**src/rtl/prog_loader_pkg.sv**
```systemverilog
// Shared types and constants for the program loader: FSM state encoding and
// stream field helpers.
package prog_loader_pkg;

  typedef enum logic [2:0] {
    StIdle = 3'd0,
    StLen  = 3'd1,
    StData = 3'd2,
    StCsum = 3'd3,
    StDone = 3'd4,
    StErr  = 3'd5
  } state_e;

  localparam int unsigned ByteW = 8;
  // A length byte of zero encodes a full 256-byte program.
  localparam logic [ByteW-1:0] LenFull = 8'h00;

  function automatic logic is_stream_state(input state_e s);
    return (s == StLen) || (s == StData) || (s == StCsum);
  endfunction

endpackage

```
**src/rtl/prog_loader_if.sv**
```systemverilog
// Byte-stream valid/ready handshake into the program loader.
interface prog_loader_if;
  logic       in_valid;
  logic [7:0] in_data;
  logic       in_ready;

  modport master (output in_valid, output in_data, input in_ready);
  modport slave  (input in_valid, input in_data, output in_ready);
endinterface

```
**src/rtl/prog_loader_wr_port.sv**
```systemverilog
// Registered memory write stage: one strobe per accepted program byte, one
// cycle after the accept.
module prog_loader_wr_port #(
  parameter int unsigned   AW   = 8,
  parameter logic [AW-1:0] BASE = '0
) (
  input  logic          clk,
  input  logic          reset,
  input  logic          accept_i,
  input  logic [AW-1:0] idx_i,
  input  logic [7:0]    byte_i,
  output logic          mem_we_o,
  output logic [AW-1:0] mem_adr_o,
  output logic [7:0]    mem_wdata_o
);

  logic          we_q, we_d;
  logic [AW-1:0] adr_q, adr_d;
  logic [7:0]    wdata_q, wdata_d;

  always_comb begin
    we_d    = accept_i;
    adr_d   = adr_q;
    wdata_d = wdata_q;
    if (accept_i) begin
      adr_d   = BASE + idx_i;
      wdata_d = byte_i;
    end
  end

  always_ff @(posedge clk) begin
    if (!reset) begin
      we_q    <= 1'b0;
      adr_q   <= '0;
      wdata_q <= '0;
    end else begin
      we_q    <= we_d;
      adr_q   <= adr_d;
      wdata_q <= wdata_d;
    end
  end

  assign mem_we_o    = we_q;
  assign mem_adr_o   = adr_q;
  assign mem_wdata_o = wdata_q;

endmodule

```
**src/rtl/prog_loader.sv**
```systemverilog
// Loads a length-prefixed, checksummed byte stream into program memory and
// holds the processor in reset until a load verifies.
module prog_loader
  import prog_loader_pkg::*;
#(
  parameter int unsigned   AW   = 8,
  parameter logic [AW-1:0] BASE = '0
) (
  input  logic          clk,
  input  logic          reset,
  input  logic          start,
  prog_loader_if.slave  in_if,
  output logic          mem_we,
  output logic [AW-1:0] mem_adr,
  output logic [7:0]    mem_wdata,
  output logic          cpu_reset,
  output logic          busy,
  output logic          done,
  output logic          err,
  output logic [7:0]    count
);

  state_e        state_q, state_d;
  logic [7:0]    len_q, len_d;
  logic [7:0]    sum_q, sum_d;
  logic [7:0]    count_q, count_d;
  logic [AW-1:0] idx_q, idx_d;

  logic xfer;
  logic accept;

  assign xfer   = in_if.in_valid && is_stream_state(state_q);
  assign accept = xfer && (state_q == StData);

  always_ff @(posedge clk) begin
    if (!reset) begin
      state_q <= StIdle;
      len_q   <= '0;
      sum_q   <= '0;
      count_q <= '0;
      idx_q   <= '0;
    end else begin
      state_q <= state_d;
      len_q   <= len_d;
      sum_q   <= sum_d;
      count_q <= count_d;
      idx_q   <= idx_d;
    end
  end

  always_comb begin
    state_d = state_q;
    len_d   = len_q;
    sum_d   = sum_q;
    count_d = count_q;
    idx_d   = idx_q;
    case (state_q)
      StIdle, StDone, StErr: begin
        if (start) begin
          state_d = StLen;
          sum_d   = '0;
          count_d = '0;
          idx_d   = '0;
        end
      end
      StLen: begin
        if (xfer) begin
          len_d   = in_if.in_data;
          state_d = StData;
        end
      end
      StData: begin
        if (xfer) begin
          sum_d   = sum_q + in_if.in_data;
          count_d = count_q + 8'd1;
          idx_d   = idx_q + AW'(1);
          // 8-bit wrap makes a zero length byte terminate after 256 bytes.
          if (count_d == len_q) begin
            state_d = StCsum;
          end
        end
      end
      StCsum: begin
        if (xfer) begin
          state_d = (in_if.in_data == sum_q) ? StDone : StErr;
        end
      end
      default: state_d = StIdle;
    endcase
  end

  always_comb begin
    in_if.in_ready = is_stream_state(state_q);
    busy           = is_stream_state(state_q);
    done           = (state_q == StDone);
    err            = (state_q == StErr);
    cpu_reset      = (state_q != StDone);
  end

  assign count = count_q;

  prog_loader_wr_port #(
    .AW   (AW),
    .BASE (BASE)
  ) u_wr_port (
    .clk         (clk),
    .reset       (reset),
    .accept_i    (accept),
    .idx_i       (idx_q),
    .byte_i      (in_if.in_data),
    .mem_we_o    (mem_we),
    .mem_adr_o   (mem_adr),
    .mem_wdata_o (mem_wdata)
  );

endmodule

```
**src/flat_wrapper.sv**
```systemverilog
// flat-port wrapper written by rule: the top's interface ports become plain ports
module prog_loader_flat import prog_loader_pkg::*;
#(
  parameter int unsigned   AW   = 8,
  parameter logic [AW-1:0] BASE = '0
)
  (clk, reset, start, mem_we, mem_adr, mem_wdata, cpu_reset, busy, done, err, count, in_if_in_valid, in_if_in_data, in_if_in_ready);
  prog_loader_if in_if_i ();
  input  logic clk;
  input  logic reset;
  input  logic start;
  output logic mem_we;
  output logic [AW-1:0] mem_adr;
  output logic [7:0] mem_wdata;
  output logic cpu_reset;
  output logic busy;
  output logic done;
  output logic err;
  output logic [7:0] count;
  input wire logic [$bits(in_if_i.in_valid)-1:0] in_if_in_valid;
  input wire logic [$bits(in_if_i.in_data)-1:0] in_if_in_data;
  output wire logic [$bits(in_if_i.in_ready)-1:0] in_if_in_ready;
  assign in_if_i.in_valid = in_if_in_valid;
  assign in_if_i.in_data = in_if_in_data;
  assign in_if_in_ready = in_if_i.in_ready;
  prog_loader #(.AW(AW), .BASE(BASE)) u_core (.clk(clk), .reset(reset), .start(start), .in_if(in_if_i), .mem_we(mem_we), .mem_adr(mem_adr), .mem_wdata(mem_wdata), .cpu_reset(cpu_reset), .busy(busy), .done(done), .err(err), .count(count));
endmodule
```
**config.mk**
```make
export PLATFORM = sky130hd
export DESIGN_NAME = prog_loader_flat
export DESIGN_NICKNAME = d
export VERILOG_FILES = /design/src/rtl/prog_loader_pkg.sv /design/src/rtl/prog_loader_if.sv /design/src/rtl/prog_loader_wr_port.sv /design/src/rtl/prog_loader.sv /design/src/flat_wrapper.sv
export SDC_FILE = /design/constraint.sdc
export NUM_CORES = 1
export LEC_CHECK = 0
export CAP_MARGIN = 10
export CELL_PAD_IN_SITES_DETAIL_PLACEMENT = 1
export CELL_PAD_IN_SITES_GLOBAL_PLACEMENT = 1
export CORE_UTILIZATION = 43
export DETAILED_ROUTE_END_ITERATION = 10
export GPL_ROUTABILITY_DRIVEN = 0
export PLACE_DENSITY_LB_ADDON = 0.05
export SLEW_MARGIN = 20
export SYNTH_ARGS = -nofsm -noshare
export SYNTH_HDL_FRONTEND = slang
export SYNTH_SLANG_ARGS = --single-unit
```
**constraint.sdc**
```tcl
create_clock -name clk -period 4.6 [get_ports clk]
set_clock_uncertainty 0.1 [all_clocks]
set_input_delay 0.69 -clock clk [delete_from_list [all_inputs] [get_ports clk]]
set_output_delay 0.69 -clock clk [all_outputs]
set_load 0.01 [all_outputs]
```
* Word-level counts from Yosys, hierarchy flattened
Cells that the tools add are included.
** Operators by class
- Add/subtract/negate cells :: 3
- Equality and inequality tests :: 13
- Muxes and demuxes :: 14
- Reduce and logical (&&, ||, !) cells :: 10
** Operators with widths (number)
- one-hot mux 8 bit (2 select lines) :: 3
- 2-to-1 mux 8 bit :: 4
- adder 8 x 1 -> 8 bit, second input constant :: 2
- == test 8 bit :: 2
- 2-to-1 mux 3 bit :: 5
- one-hot mux 3 bit (4 select lines) :: 1
- adder 8 bit :: 1
- == test 3 x 2 -> 1 bit, second input constant :: 2
- == test 3 bit, second input constant :: 2
- inequality test 2 x 1 -> 1 bit, second input constant :: 3
- AND reduction 5 bit :: 1
- inequality test 2 bit, second input constant :: 2
- == test 3 x 1 -> 1 bit, second input constant :: 1
- zero test 3 bit :: 1
- inequality test 3 bit, second input constant :: 1
- AND reduction 3 bit :: 1
- OR reduction 3 bit :: 1
- logical AND 1 bit :: 2
- logical OR 1 bit :: 2
- AND reduction 2 bit :: 1
- nonzero test 2 bit :: 1
- 2-to-1 mux 1 bit :: 1
** Storage, ports and cells
- Bits in registers :: 52
- Input port bits :: 12
- Output and inout bits :: 30
- Word-level logic and storage cells :: 48

* Longest topological paths before layout
Gate-level depths: netlist of run 1.
- Depth in word-level cells :: 6
- Mapped depth :: 8
- Mapped depth without buffers :: 8

* By module
From an unflattened synthesis of run 1, not the netlist that was laid out.
** Second synthesis, totals
- Cells, all modules :: 293
- Area, all modules :: 2811.4 um^2
** Modules (own cells, without submodules)
- prog_loader :: instances 1, cells each 240, area each 2168.3 um^2, sequential area each 700.7 um^2
- prog_loader_wr_port :: instances 1, cells each 53, area each 643.1 um^2, sequential area each 340.3 um^2

* Worst setup path before layout of run 1
OpenSTA, ideal clock, no wires.
- Kind :: input-to-reg
- From :: input in_if_in_data[0]
- To :: register u_core.sum_q[6]
- Setup time :: 0.117 ns
- Arrival time :: 2.162 ns
- Required time :: 4.383 ns
- Setup slack :: 2.221 ns
- Stages on the path :: 8
- Path buffers :: 0
- Cells stage by stage :: ha_1 > fa_1 > a21o_1 > a21oi_1 > o21bai_1 > a21oi_1 > xnor2_1 > a32o_1
** Between the ends
- Word-level cells in the longest chain between the ends :: 3
** Ends and longest elaborated chain
- start: declaration :: RTL line flat_wrapper.sv:21 : input wire logic [$bits(in_if_i.in_data)-1:0] in_if_in_data;
- adder 8 bit :: RTL line prog_loader.sv:74 : sum_d = sum_q + in_if.in_data;
- 2-to-1 mux 8 bit :: RTL line prog_loader.sv:73 : if (xfer) begin
- one-hot mux 8 bit (2 select lines) :: RTL line prog_loader.sv:57 : case (state_q)
- end signal: assignment :: RTL line prog_loader.sv:45 : sum_q <= sum_d;
- end: declaration :: RTL line prog_loader.sv:25 : logic [7:0] sum_q, sum_d;
Every way passes these cells. The select of a mux whose other input is x is not followed.
A chain may end at the register's enable or synchronous reset.

* Final worst setup path of run 1
- From :: input in_if_in_data[1]
- To :: register u_core.sum_q[7]
The elaborated chain is that of the path after synthesis.

==> results.py, run 1 <==
metrics = {
    "routing": {
        "wl_met3_um": 260,
        "top_layer": "met4",
        "wl_met1_um": 3230,
        "vias_per_cell": 5.50,
        "first_pass_iters": 4,
        "wl_um": 6730,
        "drc": 0,
        "postRouteAntennaNets": 0,
        "drtIter0Drc": 62,
        "wl_met2_um": 3030,
        "wl_per_cell_um": 15.7,
        "num_vias": 2354,
    },
    "global_route": {
        "grt_pass1_vias": 2365,
        "grt_max_degree": 29,
        "grt_overflow_total": 0,
        "grt_first_pass_wirelength_um": 11200,
        "track_usage_pct": 22.7,
        "antenna_found_initial": 0,
    },
    "power_and_ir_drop": {
        "ir_drop_v": 0.000154,
        "pwr-share-comb_pct": 15.8,
        "pwr-share-seq_pct": 50.8,
        "internal-power_mw": 0.695,
        "power.density_mw_per_mm2": 296,
        "switching_share_pct": 27.0,
        "p_leak_nw": 1.15,
        "clkPwrFrac_pct": 33.4,
        "switchingPower_mw": 0.257,
    },
    "sta": {
        "setup_tns_ns": 0,
        "fin_ws_ns": 1.86,
        "slew_headroom_pct": 50.4,
        "finalCritPeriodShare_pct": 59.6,
        "finalCriticalPeriod_ns": 2.74,
        "tightest_slew_ns": 0.745,
        "fmax_mhz": 365,
        "hold_viol": 0,
        "holdWs_ns": 0.372,
        "drv_slew": 0,
        "setup_viol": 0,
        "rsz0062_at_grt": "no",
    },
    "logic_synthesis": {
        "synth_cell_types": 47,
        "yosys-top-cells-area": "dfxtp_1 39%, nand2_1 8.8%, a21boi_0 7.1%",
        "synth_top_area_share_pct": 39.3,
        "synth_top_family_by_area": "simple AND/OR/NAND/NOR gates",
        "syn_avg_cell_area_um2": 8.34,
        "ys_seq_area_share_pct": 39.3,
        "synthCells": 318,
        "yosys.area.top_type": "dfxtp_1",
        "synth_compound_area_share_pct": 20.8,
        "yosys.area_share.simple_pct": 24.4,
        "synth_mux_area_share_pct": 0.378,
        "async_flop_share_pct": 0,
        "synth_xor_area_share_pct": 6.94,
        "synth_fa_ha_area_share_pct": 5.00,
        "synthesis.area_mm2": 0.00265,
        "synth_most_common_cell": "nand2_1",
        "synthesis.nets": 340,
        "ys_ff_latch": 52,
        "yosysWarningCount": 0,
        "synth_top_cells_by_count": "62 x nand2_1, 52 x dfxtp_1, 25 x a21boi_0",
        "synth-main-ff-cell": "dfxtp_1",
        "synth-edff-count": 0,
    },
    "floorplanning": {
        "chipHeight_um": 80.5,
        "io_pins": 42,
        "die-width_um": 80.5,
        "coreArea_mm2": 0.00592,
        "initial_core_util_pct": 44.8,
        "rows": 28,
        "dieArea_mm2": 0.00648,
    },
    "finish": {
        "area_delta_synth_final_pct": 21.5,
        "nets": 374,
        "fillers": 707,
        "finalInstanceArea_mm2": 0.00322,
        "post-route-util_pct": 54.4,
        "drive_above_1_share_pct": 5.10,
        "n_antenna_cell": 0,
    },
    "clocking": {
        "clk_pin_slew_ns": 0.10,
        "cts_buffer_depth": 2,
        "cts.root.buffer_cell": "clkbuf_8",
        "cts_resized": 0,
        "cts_hold_buf": 0,
        "cts_htree_levels": 2,
        "insertion_delay_ns": 0.30,
        "cts_setup_buffers": 0,
        "cts_buffers": 5,
        "cts_tree": "yes",
        "cts_sinks": 52,
    },
    "worst_setup_path": {
        "path_class": "input port to flip-flop",
        "cp.required_ns": 4.73,
        "crit_path_start_kind": "input port",
        "crit_fanout": 4,
        "worstPathArrival_ns": 2.87,
        "end_kind": "flip-flop",
    },
    "place": {
        "placed_cell_area_mm2": 0.00311,
        "dpl.hpwl_um": 4860,
        "io_buffers": 41,
        "post-place-ws_ns": 1.56,
    },
    "status": {
        "run_status": "finished clean",
    },
    "run": {
        "maxCapViolations": 0,
    },
    "worst_hold_path": {
        "min_path_type": "flip-flop to flip-flop",
    },
}
## stage by stage
step	std cells	power (mW)
floorplan	318	0.587
global placement	419	0.640
global route	428	0.996
detailed placement	420	0.644
finish	428	0.952
CTS	428	0.964
## cell type report
cell class / instances / area (um2) / share of cell area (%)
clock buffers: 6 / 72.6 / 2.25
clock inverters: 2 / 38.8 / 1.20
inverters: 2 / 7.51 / 0.233
repair buffers: 44 / 440 / 13.7
flip-flops and latches: 52 / 1040 / 32.3
well taps: 75 / 93.8 / 2.91
multi-input cells: 247 / 1530 / 47.4
## critical path: stages
cell	delay, ns
clkdlybuf4s50_1	0.52
ha_1	0.36
a21o_1	0.14
nand4_1	0.15
a21boi_0	0.29
o31ai_1	0.12
or4_1	0.48
o211ai_1	0.11
## worst paths after layout
kind	slack, ns	cells past startpoint	to	start
worst min register to register	0.37	2	u_core.u_wr_port.mem_wdata_o[6]	u_core.u_wr_port.mem_wdata_o[6]
worst max register to register	2.07	5	u_core.sum_q[7]	u_core.state_q[1]
worst max-delay path	1.86	8	u_core.sum_q[7]	in_if_in_data[1]
worst min-delay path	0.37	2	u_core.u_wr_port.mem_wdata_o[6]	u_core.u_wr_port.mem_wdata_o[6]
## power by group through the flow
stage	sequential, mW	clock (mW)	combinational, mW
after floorplan	0.486	0	0.102
after global placement	0.493	0	0.147
after detailed placement	0.493	0	0.151
after CTS	0.483	0.329	0.152
after global routing	0.486	0.342	0.168
final	0.483	0.318	0.151
## registers in the layout (all words and copies together), names as in the netlist
name and flops:
u_core.count 8, u_core.idx_q 8, u_core.len_q 8, u_core.state_q 3, u_core.sum_q 8, u_core.u_wr_port.mem_adr_o 8
u_core.u_wr_port.mem_wdata_o 8, u_core.u_wr_port.mem_we_o 1
## kinds of logic after synthesis
kind of cell,count (synthesis)
AO/OA/AOI/OAI,83
adder cells (fa/ha/maj),10
flip-flops,52
multiplexers,1
AND/OR/NAND/NOR,132
buffers and inverters,19
XOR/XNOR,21
## cell usage in the layout (no fill, tap or decap), drive strengths merged, types with 2 or more instances in the layout
cell type,count
a211o,2
a21boi,25
a21o,3
a21oi,15
a22oi,7
a31oi,2
and2,8
and3,3
buf,3
clkbuf,6
clkdlybuf4s50,41
dfxtp,52
ha,9
inv,3
nand2,62
nand2b,4
nand3,7
nand4,4
nor2,14
nor2b,12
nor3,5
nor3b,4
o211ai,2
o21ai,17
o22ai,2
o31ai,3
or2,2
xnor2,11
xor2,10
## layer usage
layer / vias up / GRT usage (%)
met1: 1123 / 28.1
met4: 0 / 10.4
met2: 51 / 37.5
li1: 1161 / -
met3: 19 / 4.55
met5: - / 0
No activity file was read; power rests on OpenSTA's default activity.
==> inputs of run 2 (changes only) <==
Settings changed: CORE_UTILIZATION 43 to 40.
Clock period 4.6 ns to 2.7 ns, I/O delays scaled along.
==> results.py, run 2 (synthesis results as in run 1) <==
metrics = {
    "status": {
        "run_status": "finished clean",
    },
    "routing": {
        "first_pass_iters": 4,
        "num_vias": 2366,
        "drc": 0,
        "postRouteAntennaNets": 0,
        "wl_per_cell_um": 15.3,
        "vias_per_cell": 5.34,
        "wl_um": 6780,
        "drtIter0Drc": 79,
    },
    "worst_setup_path": {
        "critPathSlowestCell": "clkdlybuf4s50_1",
        "worstPathArrival_ns": 2.58,
        "end_kind": "flip-flop",
        "reg2reg_slack_ns": 0.57,
        "crit_buf_inv": 1,
        "max_stage_delay_ns": 0.51,
        "crit_path_start_kind": "input port",
        "cp.required_ns": 2.85,
        "crit_fanout": 4,
        "cp_cell_sequence": "clkdlybuf4s50_1, ha_1, a21o_1, nand4_1, a21boi_0, o31ai_1, or4_1, o211ai_1",
        "path_class": "input port to flip-flop",
        "cp_top_family": "compound AO/OA/AOI/OAI gates",
    },
    "global_route": {
        "antenna_found_initial": 0,
        "grt_pass1_vias": 2384,
        "grt_overflow_total": 0,
        "grt_max_degree": 21,
        "track_usage_pct": 20.7,
        "grt_first_pass_wirelength_um": 11600,
    },
    "floorplanning": {
        "initial_core_util_pct": 41.5,
        "die-width_um": 83.4,
        "coreArea_mm2": 0.00639,
        "chipHeight_um": 83.4,
        "rows": 29,
        "io_pins": 42,
        "dieArea_mm2": 0.00696,
    },
    "finish": {
        "drive_above_1_share_pct": 8.74,
        "final_common_cell": "nand2_1",
        "mostFrequentLayoutCells": "62 x nand2_1, 52 x dfxtp_1, 41 x clkdlybuf4s50_1",
        "n_antenna_cell": 0,
        "area_delta_synth_final_pct": 24.3,
        "nets": 387,
        "final_cells": 443,
    },
    "run": {
        "maxCapViolations": 0,
    },
    "clocking": {
        "clk_pin_slew_ns": 0.11,
        "insertion_delay_ns": 0.32,
        "cts_resized": 0,
        "cts_tree": "yes",
        "cts.root.buffer_cell": "clkbuf_8",
        "cts_sinks": 52,
        "cts_setup_buffers": 0,
        "cts_buffer_depth": 2,
        "cts_buffers": 5,
        "cts_hold_buf": 0,
        "cts_htree_levels": 2,
    },
    "sta": {
        "rsz0062_at_grt": "no",
        "finalCriticalPeriod_ns": 2.43,
        "setup_viol": 0,
        "slew_headroom_pct": 70.2,
        "drv_slew": 0,
        "finalCritPeriodShare_pct": 90.1,
        "setup_tns_ns": 0,
        "hold_viol": 0,
        "tightest_slew_ns": 0.447,
        "fmax_mhz": 411,
    },
    "power_and_ir_drop": {
        "ir_drop_v": 0.000234,
        "p_leak_nw": 1.21,
        "power.density_mw_per_mm2": 482,
    },
    "place": {
        "dpl.cell_count": 435,
        "dpl.hpwl_um": 5080,
        "io_buffers": 41,
    },
    "worst_hold_path": {
        "min_path_type": "flip-flop to flip-flop",
    },
}
-- run 2: cell types whose count changed in the layout (fill, tap and decap cells not counted), sizes merged --
cell      before  now
buf            3   16
bufinv         1    0
clkbuf         6    5
clkinvlp       0    1
inv            3    4
-- run 2: final cells by class --
cell class	instances	area [um2]
Sequential cell	52	1040
Inverter	2	7.51
Clock buffer	5	68.8
Timing Repair Buffer	57	531
Multi-Input combinational cell	247	1530
Tap cell	77	96.3
Clock inverter	3	25.0
Fill cell	776	3090
-- run 2: through the flow --
step | hold WS, ns | power (mW) | instance area (um2) | utilization (%) | setup slack, ns
after global routing | 0.409 | 1.67 | 3300 | 51.6 | 0.144
after detailed placement | 0.358 | 1.12 | 3200 | 50.1 | -0.0533
final | 0.367 | 1.59 | 3300 | 51.6 | 0.268
after CTS | 0.372 | 1.61 | 3300 | 51.6 | 0.269
after floorplan | 0.354 | 1.00 | 2650 | - | 0.606
after global placement | 0.353 | 1.12 | 3200 | 50.1 | 0.0940
-- run 2: worst reg2reg max path, delay by kind of cell, from the launching register on --
kind	cells	cell delay, ns
AO/OA/AOI/OAI	4	0.69
AND/OR/NAND/NOR	2	0.63
flip-flops	1	0.35
adder cells (fa/ha/maj)	1	0.31
-- run 2: worst paths after layout --
path,startpoint,to,cells past startpoint
max,in_if_in_data[1],u_core.sum_q[7],8
min,u_core.u_wr_port.mem_adr_o[6],u_core.u_wr_port.mem_adr_o[6],2
max reg2reg,u_core.sum_q[1],u_core.sum_q[7],7
min reg2reg,u_core.u_wr_port.mem_adr_o[6],u_core.u_wr_port.mem_adr_o[6],2
-- run 2: per-layer routing --
metal,GRT usage [%],wire length [um],vias up
li1,-,-,1194
met3,3.18,167,5
met2,35.5,3170,32
met4,5.08,65,0
met5,0,0,-
met1,27.2,3370,1135
-- run 2: power by group --
group / switching [mW] / internal, mW
Clock: 0.294 / 0.190
Combinational: 0.153 / 0.132
Sequential: 0.0265 / 0.791
